File: config.mk
export PLATFORM = sky130hd
export DESIGN_NAME = i2s_dac_tx_flat
export DESIGN_NICKNAME = d
export VERILOG_FILES = /design/src/rtl/i2s_dac_tx_if.sv /design/src/rtl/i2s_dac_tx.sv /design/src/flat_wrapper.sv
export SDC_FILE = /design/constraint.sdc
export NUM_CORES = 1
export LEC_CHECK = 0
export CAP_MARGIN = 20
export CORE_ASPECT_RATIO = 0.75
export CORE_MARGIN = 3
export CORE_UTILIZATION = 50
export CTS_CLUSTER_DIAMETER = 80
export DETAILED_ROUTE_END_ITERATION = 8
export PLACE_DENSITY = 0.7
export SYNTH_ARGS = -nofsm -noshare
export SYNTH_HDL_FRONTEND = slang
export SYNTH_SLANG_ARGS = --single-unit
File: constraint.sdc
create_clock -name clk -period 2.7 [get_ports clk]
set_input_delay 0.405 -clock clk [delete_from_list [all_inputs] [get_ports clk]]
set_output_delay 0.405 -clock clk [all_outputs]
set_load 0.005 [all_outputs]
File: src/rtl/i2s_dac_tx_if.sv
// Mono sample stream into the I2S DAC transmitter.
interface i2s_dac_tx_if #(
  parameter int W = 16
) ();
  logic [W-1:0] sample_data;
  logic         sample_valid;
  logic         sample_ready;

  modport master (output sample_data, output sample_valid, input sample_ready);
  modport slave  (input sample_data, input sample_valid, output sample_ready);
endinterface

File: src/rtl/i2s_dac_tx.sv
// I2S transmitter for the WM8731 DAC: FIFO-buffered mono samples, serialised MSB-first
// into both channels, with codec-mastered BCLK/DACLRCK oversampled in the clk domain.
module i2s_dac_tx #(
  parameter int W          = 16,
  parameter int FIFO_DEPTH = 4
) (
  input  logic                          clk,
  input  logic                          reset,
  i2s_dac_tx_if.slave                   s_in,
  input  logic                          bclk,
  input  logic                          daclrck,
  output logic                          dacdat,
  output logic                          underflow,
  output logic [$clog2(FIFO_DEPTH):0]   fifo_level
);

  localparam int AW = $clog2(FIFO_DEPTH);
  localparam int CW = $clog2(W + 1);
  localparam logic [AW:0]   DEPTH_L = AW'(0) + (AW+1)'(FIFO_DEPTH);
  localparam logic [CW-1:0] W_L     = CW'(W);

  typedef enum logic {SYNC_WAIT, RUN} state_t;

  state_t        r_state;
  logic [W-1:0]  r_mem [FIFO_DEPTH];
  logic [AW-1:0] r_wr_ptr, r_rd_ptr;
  logic [AW:0]   r_level;
  logic          r_b_s1, r_b_s2, r_b_prev;
  logic          r_lr_s1, r_lr_s2, r_lr_prev;
  logic [W-1:0]  r_shreg, r_hold;
  logic [CW-1:0] r_bit_cnt;
  logic          r_dacdat, r_underflow, r_ch_pend;

  logic          w_bfall, w_lr_edge, w_lr_fall;
  logic          w_full, w_empty, w_push, w_pop;
  logic          w_ch_trig, w_ch_start, w_shift;
  logic [W-1:0]  w_frame_word;

  always_ff @(posedge clk or posedge reset) begin
    if (reset) begin
      r_b_s1    <= 1'b0;
      r_b_s2    <= 1'b0;
      r_b_prev  <= 1'b0;
      r_lr_s1   <= 1'b0;
      r_lr_s2   <= 1'b0;
      r_lr_prev <= 1'b0;
    end else begin
      r_b_s1    <= bclk;
      r_b_s2    <= r_b_s1;
      r_b_prev  <= r_b_s2;
      r_lr_s1   <= daclrck;
      r_lr_s2   <= r_lr_s1;
      r_lr_prev <= r_lr_s2;
    end
  end

  always_comb begin
    w_bfall      = r_b_prev & ~r_b_s2;
    w_lr_edge    = r_lr_prev ^ r_lr_s2;
    w_lr_fall    = r_lr_prev & ~r_lr_s2;
    w_full       = (r_level == DEPTH_L);
    w_empty      = (r_level == '0);
    w_push       = s_in.sample_valid & ~w_full;
    w_pop        = w_lr_fall & ~w_empty;
    w_frame_word = w_empty ? '0 : r_mem[r_rd_ptr];
    // An LR edge that lands between BCLK falls is remembered until the next fall;
    // before RUN only the left-channel start is honoured.
    w_ch_trig    = (r_state == RUN) ? (w_lr_edge | r_ch_pend) : w_lr_fall;
    w_ch_start   = w_bfall & w_ch_trig;
    w_shift      = w_bfall & ~w_ch_trig & (r_state == RUN);
  end

  assign s_in.sample_ready = ~w_full;
  assign fifo_level        = r_level;
  assign dacdat            = r_dacdat;
  assign underflow         = r_underflow;

  always_ff @(posedge clk) begin
    if (w_push) r_mem[r_wr_ptr] <= s_in.sample_data;
  end

  always_ff @(posedge clk or posedge reset) begin
    if (reset) begin
      r_wr_ptr <= '0;
      r_rd_ptr <= '0;
      r_level  <= '0;
    end else begin
      if (w_push) r_wr_ptr <= r_wr_ptr + 1'b1;
      if (w_pop)  r_rd_ptr <= r_rd_ptr + 1'b1;
      case ({w_push, w_pop})
        2'b10:   r_level <= r_level + 1'b1;
        2'b01:   r_level <= r_level - 1'b1;
        default: r_level <= r_level;
      endcase
    end
  end

  always_ff @(posedge clk or posedge reset) begin
    if (reset) begin
      r_state     <= SYNC_WAIT;
      r_shreg     <= '0;
      r_hold      <= '0;
      r_bit_cnt   <= W_L;
      r_dacdat    <= 1'b0;
      r_underflow <= 1'b0;
      r_ch_pend   <= 1'b0;
    end else begin
      r_underflow <= w_lr_fall & w_empty;
      r_ch_pend   <= ~w_bfall & w_ch_trig;
      if (w_lr_fall) begin
        r_state <= RUN;
        r_hold  <= w_frame_word;
      end
      if (w_ch_start) begin
        // The left channel must carry the word popped in this very cycle.
        r_shreg   <= w_lr_fall ? w_frame_word : r_hold;
        r_bit_cnt <= '0;
        r_dacdat  <= 1'b0;
      end else if (w_shift) begin
        if (r_bit_cnt < W_L) begin
          r_dacdat  <= r_shreg[W-1];
          r_shreg   <= {r_shreg[W-2:0], 1'b0};
          r_bit_cnt <= r_bit_cnt + 1'b1;
        end else begin
          r_dacdat <= 1'b0;
        end
      end
    end
  end

endmodule

File: src/flat_wrapper.sv
// flat-port wrapper written by rule: the top's interface ports become plain ports
module i2s_dac_tx_flat 
#(
  parameter int W          = 16,
  parameter int FIFO_DEPTH = 4
)
  (clk, reset, bclk, daclrck, dacdat, underflow, fifo_level, s_in_sample_data, s_in_sample_valid, s_in_sample_ready);
  i2s_dac_tx_if #(.W(W)) s_in_i ();
  input  logic clk;
  input  logic reset;
  input  logic bclk;
  input  logic daclrck;
  output logic dacdat;
  output logic underflow;
  output logic [$clog2(FIFO_DEPTH):0] fifo_level;
  input wire logic [$bits(s_in_i.sample_data)-1:0] s_in_sample_data;
  input wire logic [$bits(s_in_i.sample_valid)-1:0] s_in_sample_valid;
  output wire logic [$bits(s_in_i.sample_ready)-1:0] s_in_sample_ready;
  assign s_in_i.sample_data = s_in_sample_data;
  assign s_in_i.sample_valid = s_in_sample_valid;
  assign s_in_sample_ready = s_in_i.sample_ready;
  i2s_dac_tx #(.W(W), .FIFO_DEPTH(FIFO_DEPTH)) u_core (.clk(clk), .reset(reset), .s_in(s_in_i), .bclk(bclk), .daclrck(daclrck), .dacdat(dacdat), .underflow(underflow), .fifo_level(fifo_level));
endmodule
==> flow_summary.json <==
{
  "path_class": "register to register",
  "clock_latency_ns": 0.41,
  "num_antenna_cells": 0,
  "max_cap_violations": 0,
  "yosys_cell_types": 38,
  "die_w_um": 117,
  "reg2regPathDepth": 10,
  "ys.warnings.count": 0,
  "detail_route.wl_per_cell_um": 17.1,
  "synth_seq_cells": 118,
  "utilization_after_layout": 0.648,
  "instances_no_fill": 451,
  "worst_pin_slew_ns": 0.927,
  "drv_slew": 0,
  "holdCritPathClass": "register to register",
  "worstPathRequired_ns": 3.02,
  "internal_power_mw": 4.64,
  "dp_cells": 418,
  "switching_share": 0.261,
  "power_frac_seq": 0.428,
  "critPathCaptureType": "register",
  "grt_first_pass_wirelength_um": 12900,
  "run_status": "finished, final reports clean",
  "drt-vias-per-instance": 5.19,
  "design.die.area_um2": 10500,
  "drt_iter0_markers": 183,
  "root_buffer_selected_by_cts": "clkbuf_16",
  "fmaxAchievable_mhz": 464,
  "synth_top_area_cell": "edfxtp_1",
  "gr-total-overflow": 0,
  "r2r-start": "u_core.fifo_level[0]",
  "number_of_cells_produced_by_synthesis": 272,
  "area_grow_syn2layout_pct": 22.3,
  "yosys-top-cells-area": "edfxtp_1 (41%), dfrtp_1 (29%), mux4_1 (4.5%)",
  "ant_nets": 0,
  "via_count": 2342,
  "cts_tree": "yes",
  "rsz0062_at_grt": "false",
  "period_needed_ns": 2.16,
  "globalRouteTotalUtil": 0.170,
  "core_area_um2": 8740,
  "placementRows": 29,
  "clock_sinks": 118,
  "cts.reportedPaths.clkPinSlew_ns": 0.05,
  "setup.reg_to_reg.worst_slack_ns": 0.54,
  "initial_utilization": 0.530,
  "slew-limit-headroom": 0.380,
  "setup_viol_count_final": 0,
  "synth_enable_flop_cells": 64,
  "layout_worst_path_cycle_share": 0.799,
  "part_of_the_total_power_dissipated_in_the_clock_network": 0.372,
  "vdd.ir_drop.worst_mv": 0.567,
  "power.density_nw_per_um2": 1110,
  "crit_fanout": 6,
  "tns_ns": 0,
  "grt_pass1_vias": 2491,
  "synth_area_per_cell_um2": 17.0,
  "cts.path.max_buffers": 2,
  "cts_setup_buffers": 0,
  "hold_buffers": 0,
  "netlist.area_leader.share": 0.415,
  "synth.cell_area_um2": 4640,
  "drt-pass1-iter-count": 4,
  "final_routed_drc_violation_total": 0,
  "setup.worst_path.start_class": "register",
  "synth-seq-area-share": 0.706,
  "async_set_or_reset_register_ratio_after_synthesis": 0.458,
  "leakage_power_nw": 2.22,
  "number_of_antenna_violations_at_the_first_check_in_global_routing": 0,
  "p_comb_frac": 0.201,
  "grt_max_degree": 44,
  "post_cts.resized_instances": 0,
  "io-pin-count": 27,
  "cts_h_tree_lvls": 4,
  "p_sw_mw": 1.64,
  "report.final.hold_viol_count": 0,
  "finalNetCount": 343,
  "endpoint": "u_core.fifo_level[2]",
  "synthFlopType": "edfxtp_1",
  "globalplace.congestion": 0.798,
  "final_hpwl_from_detailed_placement_um": 4750,
  "cts-buffers-inserted": 17,
  "port_buffers": 26,
  "worst_clock_skew_on_the_final_layout_ns": 0.0109,
  "synthesis.nets": 301,
  "drive_above_1_share": 0.168,
  "timing.critical_path.arrival_ns": 2.48,
  "die_y_um": 89.4,
  "critPathLaunch": "u_core.fifo_level[0]",
  "finalWirelength_um": 7720,
  "reg2reg_to": "u_core.fifo_level[2]"
}
[synth_stat cells, drive strengths merged (4+ instances only)]
library cell and n:
nor2 8, edfxtp 64, nand2 21, mux2i 16, inv 9, ha 7, xnor2 6, o21ai 17
a22o 16, dfrtp 53, mux4 16, buf 10, and3 4
[sequential cells by signal, indices dropped and copies added, names as in the netlist]
| register | count |
|---|---|
| u_core.dacdat | 1 |
| u_core.fifo_level | 3 |
| u_core.r_b_prev | 1 |
| u_core.r_b_s1 | 1 |
| u_core.r_b_s2 | 1 |
| u_core.r_bit_cnt | 5 |
| u_core.r_ch_pend | 1 |
| u_core.r_hold | 16 |
| u_core.r_lr_prev | 1 |
| u_core.r_lr_s1 | 1 |
| u_core.r_lr_s2 | 1 |
| u_core.r_mem | 64 |
| u_core.r_rd_ptr | 2 |
| u_core.r_shreg | 16 |
| u_core.r_state | 1 |
| u_core.r_wr_ptr | 2 |
| u_core.underflow | 1 |
[layout make-up]
class	instances	area, um2
well taps	124	155
flip-flops and latches	118	3270
multi-input cells	132	1240
clock inverters	13	180
repair buffers	35	335
fillers	624	3080
inverters	10	37.5
clock buffers	19	443
[power by group through the flow]
| stage | logic [mW] | clock network (mW) | registers, mW |
|---|---|---|---|
| 3_3_place_gp | 1.25 | 0 | 2.70 |
| 3_5_place_dp | 1.27 | 0 | 2.71 |
| 2_1_floorplan | 0.984 | 0 | 2.60 |
| 6_report | 1.26 | 2.34 | 2.69 |
| 4_1_cts | 1.28 | 2.38 | 2.69 |
| 5_1_grt | 1.40 | 2.47 | 2.74 |
[cells by family after synthesis]
group | after synthesis | synth area share
xor gates and xnor gates | 9 | 0.0170
adders and majority gates | 8 | 0.0232
AOI/OAI and AO/OA | 36 | 0.0553
DFF | 118 | 0.706
buffers and inverters | 22 | 0.0267
muxes | 33 | 0.121
and+or+nand+nor | 46 | 0.0502
[cell usage in the layout (no fill, tap or decap), types with 2 or more instances in the layout]
cell type,n
xnor2_1,6
inv_1,8
a22o_1,16
dfrtp_1,53
o21ai_1,12
clkinv_2,4
and3_1,4
clkdlybuf4s50_1,26
nand3_1,3
nor2_1,8
clkbuf_16,17
nor3_4,2
xor2_1,3
o21ai_0,4
mux2i_1,16
nor4_1,2
ha_1,7
nand2b_1,2
mux4_1,8
mux4_2,8
buf_4,8
nand2_1,20
edfxtp_1,64
bufinv_16,4
clkinvlp_4,3
[per-layer routing]
layer	up-vias	GRT usage	part of all wire
li1	1111	-	-
met1	1176	0.244	0.50
met2	43	0.241	0.45
met3	12	0.0528	0.035
met4	0	0.0750	0.015
met5	-	0	0
[per-stage QoR]
stage | area [um2] | hold slack, ns | setup slack [ns] | power [mW]
after floorplan | 4640 | 0.331 | 0.572 | 3.59
after global placement | 5030 | 0.336 | 0.534 | 3.94
after detailed placement | 5030 | 0.336 | 0.440 | 3.98
after CTS | 5650 | 0.347 | 0.504 | 6.35
after global routing | 5670 | 0.357 | 0.335 | 6.62
final | 5670 | 0.345 | 0.544 | 6.28
[worst max-delay path, cell delays in order (launching register included)]
cell and delay, ns:
dfrtp_1 0.44, inv_1 0.12, nand3_1 0.17, and2_1 0.26, inv_1 0.07, ha_1 0.17, inv_1 0.06, fa_1 0.37
xor2_1 0.15, nor2_1 0.10, xor2_1 0.16
[worst min path at each step]
| stage | depth (start not counted) | slack (ns) | from | to |
|---|---|---|---|---|
| 4_1_cts | 0 | 0.35 | u_core.r_lr_s1 | u_core.r_lr_s2 |
| 5_1_grt | 0 | 0.36 | u_core.r_lr_s1 | u_core.r_lr_s2 |
| 3_5_place_dp | 0 | 0.34 | u_core.r_lr_s1 | u_core.r_lr_s2 |
| 2_1_floorplan | 0 | 0.33 | u_core.r_b_s1 | u_core.r_b_s2 |
| 3_3_place_gp | 0 | 0.34 | u_core.r_lr_s1 | u_core.r_lr_s2 |
| 6_report | 0 | 0.34 | u_core.r_lr_s1 | u_core.r_lr_s2 |
Power figures use the tool's default switching activity.
